[src/rtl/i2s_ws_decoder.sv]
// I2S word-select framing decoder: synchronizes an external I2S bus, locks onto
// WS transitions and emits right-justified words with framing-error tracking.
module i2s_ws_decoder (
    input  logic        clk_i,
    input  logic        rst_i,
    input  logic        cfg_en_i,
    input  logic [4:0]  cfg_data_size_i,
    input  logic [2:0]  cfg_word_num_i,
    input  logic        err_clr_i,
    input  logic        sck_ext_i,
    input  logic        ws_ext_i,
    input  logic        sd_ext_i,
    output logic        locked_o,
    output logic        frame_start_o,
    output logic [31:0] data_o,
    output logic        data_valid_o,
    output logic [2:0]  word_idx_o,
    output logic        err_o
);

    localparam int unsigned DATA_W = 32;
    localparam int unsigned SHIFT_W = DATA_W - 1;

    typedef enum logic [1:0] {IDLE, SEARCH, LOCKED} state_t;

    state_t              state, state_d;
    logic                sck_meta, sck_sync, sck_prev;
    logic                ws_meta, ws_sync, sd_meta, sd_sync;
    logic                ws_last, ws_last_d;
    logic [4:0]          bit_cnt, bit_cnt_d;
    logic [2:0]          word_cnt, word_cnt_d;
    logic [SHIFT_W-1:0]  shift, shift_d;
    logic [DATA_W-1:0]   data_d;
    logic [2:0]          word_idx_d;
    logic                valid_d, fstart_d, err_d, err_set;

    logic                rise_c, ws_change_c, last_bit_c, last_pos_c;
    logic [DATA_W-1:0]   shifted_c, mask_c;

    assign rise_c      = sck_sync & ~sck_prev;
    assign ws_change_c = ws_sync ^ ws_last;
    assign last_bit_c  = (bit_cnt == cfg_data_size_i);
    assign last_pos_c  = last_bit_c && (word_cnt == cfg_word_num_i);
    assign shifted_c   = {shift, sd_sync};
    assign mask_c      = {DATA_W{1'b1}} >> (5'd31 - cfg_data_size_i);

    // Synchronizers and all registered state.
    always_ff @(posedge clk_i) begin
        if (rst_i) begin
            state         <= IDLE;
            sck_meta      <= 1'b0;
            sck_sync      <= 1'b0;
            sck_prev      <= 1'b0;
            ws_meta       <= 1'b0;
            ws_sync       <= 1'b0;
            sd_meta       <= 1'b0;
            sd_sync       <= 1'b0;
            ws_last       <= 1'b0;
            bit_cnt       <= '0;
            word_cnt      <= '0;
            shift         <= '0;
            locked_o      <= 1'b0;
            frame_start_o <= 1'b0;
            data_o        <= '0;
            data_valid_o  <= 1'b0;
            word_idx_o    <= '0;
            err_o         <= 1'b0;
        end else begin
            state         <= state_d;
            sck_meta      <= sck_ext_i;
            sck_sync      <= sck_meta;
            sck_prev      <= sck_sync;
            ws_meta       <= ws_ext_i;
            ws_sync       <= ws_meta;
            sd_meta       <= sd_ext_i;
            sd_sync       <= sd_meta;
            ws_last       <= ws_last_d;
            bit_cnt       <= bit_cnt_d;
            word_cnt      <= word_cnt_d;
            shift         <= shift_d;
            locked_o      <= (state_d == LOCKED);
            frame_start_o <= fstart_d;
            data_o        <= data_d;
            data_valid_o  <= valid_d;
            word_idx_o    <= word_idx_d;
            err_o         <= err_d;
        end
    end

    // Next-state, counters and output staging.
    always_comb begin
        state_d    = state;
        ws_last_d  = ws_last;
        bit_cnt_d  = bit_cnt;
        word_cnt_d = word_cnt;
        shift_d    = shift;
        data_d     = data_o;
        word_idx_d = word_idx_o;
        valid_d    = 1'b0;
        fstart_d   = 1'b0;
        err_set    = 1'b0;

        if (!cfg_en_i) begin
            state_d    = IDLE;
            bit_cnt_d  = '0;
            word_cnt_d = '0;
        end else begin
            case (state)
                IDLE: begin
                    bit_cnt_d  = '0;
                    word_cnt_d = '0;
                    state_d    = SEARCH;
                end
                SEARCH: begin
                    if (rise_c) begin
                        ws_last_d = ws_sync;
                        if (ws_change_c) begin
                            state_d    = LOCKED;
                            bit_cnt_d  = '0;
                            word_cnt_d = '0;
                        end
                    end
                end
                LOCKED: begin
                    if (rise_c) begin
                        ws_last_d = ws_sync;
                        // WS must toggle exactly at the last bit of the frame.
                        if (ws_change_c != last_pos_c) begin
                            err_set    = 1'b1;
                            state_d    = SEARCH;
                            bit_cnt_d  = '0;
                            word_cnt_d = '0;
                        end else begin
                            shift_d  = shifted_c[SHIFT_W-1:0];
                            fstart_d = (bit_cnt == 5'd0) && (word_cnt == 3'd0);
                            if (last_bit_c) begin
                                data_d     = shifted_c & mask_c;
                                word_idx_d = word_cnt;
                                valid_d    = 1'b1;
                                bit_cnt_d  = '0;
                                word_cnt_d = (word_cnt == cfg_word_num_i) ? 3'd0
                                                                          : 3'(word_cnt + 3'd1);
                            end else begin
                                bit_cnt_d = 5'(bit_cnt + 5'd1);
                            end
                        end
                    end
                end
                default: state_d = IDLE;
            endcase
        end

        err_d = err_set ? 1'b1 : (err_clr_i ? 1'b0 : err_o);
    end

endmodule

[config.mk]
export PLATFORM = sky130hd
export DESIGN_NAME = i2s_ws_decoder
export DESIGN_NICKNAME = d
export VERILOG_FILES = /design/src/rtl/i2s_ws_decoder.sv
export SDC_FILE = /design/constraint.sdc
export NUM_CORES = 1
export LEC_CHECK = 0
export CAP_MARGIN = 40
export CORE_MARGIN = 2
export CORE_UTILIZATION = 28
export CTS_BUF_LIST = sky130_fd_sc_hd__clkbuf_8
export DETAILED_ROUTE_END_ITERATION = 10
export DONT_BUFFER_PORTS = 1
export GPL_TIMING_DRIVEN = 0
export PLACE_DENSITY_LB_ADDON = 0.15
export SETUP_SLACK_MARGIN = 0.1
export SLEW_MARGIN = 30
export SYNTH_ARGS = -nofsm -noshare
export SYNTH_HDL_FRONTEND = slang
export SYNTH_SLANG_ARGS = --single-unit
[constraint.sdc]
create_clock -name clk_i -period 2.9 [get_ports clk_i]
set_input_delay 0.435 -clock clk_i [delete_from_list [all_inputs] [get_ports clk_i]]
set_output_delay 0.435 -clock clk_i [all_outputs]
set_load 0.1 [all_outputs]
==> impl_metrics.py <==
metrics = {
    "min_path": {
        "min_path_type": "input port to flip-flop",
        "min-delay-start": "err_clr_i",
    },
    "sta": {
        "slew_viol_final": 0,
        "setup_violations": 0,
        "rsz0062_at_grt": "no",
        "fin_crit_ns": 2.294,
        "setup_tns_ns": 0,
        "fmax_mhz": 435.8,
        "fin_hold_ws_ns": 0.1501,
        "finalHoldViolCount": 0,
        "slew_headroom_pct": 60.44,
        "setup_slack_ns": 0.6056,
        "tightestPinTransition_ns": 0.5934,
        "post-route-period-util_pct": 79.12,
        "fin_skew_ns": 0.01010,
    },
    "critical_path": {
        "path_max_fanout": 10,
        "critPathKind": "flip-flop to flip-flop",
        "start_kind": "flip-flop",
        "cp.arrival_ns": 2.60,
        "cp.required_ns": 3.20,
        "r2r_start": "ws_last$_SDFFE_PP0P_",
        "cp-end-kind": "flip-flop",
        "startpoint": "ws_last$_SDFFE_PP0P_",
    },
    "logic_synthesis": {
        "ys_seq_elements": 88,
        "synth_top_area_cell": "dfxtp_1",
        "synth_fa_ha_area_share_pct": 2.604,
        "synth_ff_type": "dfxtp_1",
        "yosysMostFrequentCell": "dfxtp_1",
        "synth.cell_area_um2": 3844,
        "ys_warn_count": 0,
        "synth_xor_area_share_pct": 3.613,
        "ys_seq_area_share_pct": 45.83,
        "synthSimpleGateAreaFrac_pct": 22.04,
        "synth_compound_area_share_pct": 11.95,
        "synthCells": 413,
        "ys_top_cells_by_count": "dfxtp_1, nand2_1, a21oi_1",
        "yosysUniqueCellTypes": 45,
        "synth.top_cell.area_share_pct": 45.83,
        "synth.avg_cell_area_um2": 9.307,
        "synth_edf_count": 0,
        "ys_async_sr_fraction_pct": 0,
        "syn_nets": 436,
        "yosys-mux-area-fraction_pct": 9.440,
        "synth_top_family_by_area": "simple AND/OR/NAND/NOR gates",
        "synth_area_leaders": "dfxtp_1, mux2i_1, nand2b_1, a21oi_1, nand2_1",
    },
    "finish": {
        "fin_area_um2": 5039,
        "stdcell_count": 644,
        "diodes": 0,
        "drive_gt1_share_pct": 14.74,
        "area_delta_synth_final_pct": 31.09,
        "final_nets": 486,
    },
    "placed_design": {
        "dpl_cell_area_um2": 4825,
        "dp_cells": 628,
        "place_congestion": 0.8687,
        "pre_cts_slack_ns": 0.5051,
        "dpl.hpwl_um": 7834,
        "portBuffers": 0,
    },
    "route": {
        "drtIter0Drc": 268,
        "post_drt_via_cell_ratio": 4.834,
        "drtAntennaViolNets": 0,
        "drc": 0,
        "wl_met2_um": 5037,
        "wl_met3_um": 527,
        "avgRoutedWirePerCell_um": 16.40,
        "met1Wirelength_um": 4877,
        "wl_um": 10560,
        "routed-via-count": 3113,
        "top_layer": "met4",
        "drt_first_pass_iters": 5,
    },
    "grt": {
        "grt.overflow.total": 0,
        "grt_pass1_wl_um": 16850,
        "antenna_found_initial": 0,
        "grt_usage_pct": 15.18,
        "grt_max_degree": 14,
        "first_global_vias": 3108,
    },
    "floorplanning": {
        "ios": 54,
        "rows": 42,
        "core_area_um2": 13350,
        "start_util_pct": 28.80,
        "fp.dieArea_um2": 14680,
        "die_w_um": 121.2,
        "fp.dieH_um": 121.2,
    },
    "pwr": {
        "power_density_nw_per_um2": 449.3,
        "p_leak_nw": 1.749,
        "ir_drop_mv": 0.2077,
    },
    "clock_tree": {
        "postCtsSetupRepairBufs": 0,
        "h-tree-depth": 3,
        "cts_sinks": 88,
        "numCtsBuffers": 9,
        "cts_resized": 0,
        "clockBufferDepth": 2,
        "insertion_delay_ns": 0.37,
        "cts-root-buf": "clkbuf_8",
        "path_clk_slew_ns": 0.09,
        "holdBufCountCts": 0,
        "cts_tree": "built",
    },
    "run": {
        "cap_viol_max_count": 0,
    },
    "run_status": {
        "status": "completed",
    },
}
cell usage in the layout (no fill, tap or decap), types with 8 or more instances in the layout:
cell / count
nor2_1: 9
nor2b_1: 9
clkbuf_1: 13
o211ai_1: 8
nand2b_1: 38
nand2_1: 46
buf_16: 14
nand3_1: 14
o21ai_0: 8
a21oi_1: 39
clkbuf_8: 10
nand4_1: 12
dfxtp_1: 88
mux2i_1: 34
inv_1: 12
ha_1: 8
buf_8: 25
layer usage:
| metal | track usage [%] | vias up |
|---|---|---|
| met5 | 0 | - |
| met4 | 4.310 | 0 |
| met3 | 4.088 | 12 |
| met2 | 25.28 | 77 |
| met1 | 19.27 | 1485 |
| li1 | - | 1539 |
report_power, final:
part           switching [W]  internal (W)  total [W]  leakage (nW)
clock network       0.000443      0.000499   0.000942         0.120
logic              0.0000719     0.0000348   0.000107         0.919
registers         0.00000322       0.00121    0.00122         0.710
total               0.000518       0.00175    0.00226          1.75
final timing paths:
path | end | slack [ns] | cells past startpoint
hold reg to reg | sck_sync$_SDFF_PP0_ | 0.45 | 1
setup reg to reg | data_o[25]$_SDFFE_PP0P_ | 0.61 | 7
setup / recovery | data_o[25]$_SDFFE_PP0P_ | 0.61 | 7
hold / removal | err_o$_SDFFE_PP0P_ | 0.15 | 1
registers in the layout (all words and copies together), names as in the netlist, 2 cells and up:
register / count
bit_cnt: 5
state: 2
data_o: 32
shift: 31
word_idx_o: 3
word_cnt: 3
kinds of logic (layout without fill, tap and decap cells):
| family | Yosys count | after routing |
|---|---|---|
| AND/OR/NAND/NOR | 156 | 156 |
| flip-flops | 88 | 88 |
| AO/OA/AOI/OAI | 76 | 76 |
| multiplexers | 35 | 35 |
| buffers and inverters | 35 | 90 |
| XOR/XNOR | 15 | 15 |
| adder cells (fa/ha/maj) | 8 | 8 |
worst max-delay path: stages, from the launching register on:
cell and delay (ns):
dfxtp_1 0.38, xor2_1 0.44, a31oi_1 0.16, o2111ai_1 0.40
buf_2 0.34, buf_2 0.28, nand2_1 0.08, a21oi_1 0.13
stage by stage:
step | util (%) | total power, W
after CTS | 37.75 | 0.002297
after detailed placement | 36.15 | 0.001351
after global routing | 37.75 | 0.002352
after floorplan | - | 0.001319
after global placement | 30.45 | 0.001352
final | 37.75 | 0.002264
final cells by class:
cell class              count  area (um^2)
fillers                  1353         8309
multi-input cells         290         1908
flip-flops and latches     88         1762
repair buffers             39        760.7
well taps                 176        220.2
plain buffers              26        140.1
clock buffers              10        137.6
clock inverters             6        76.32
inverters                   9        33.78
No activity file was read; power rests on OpenSTA's default activity.
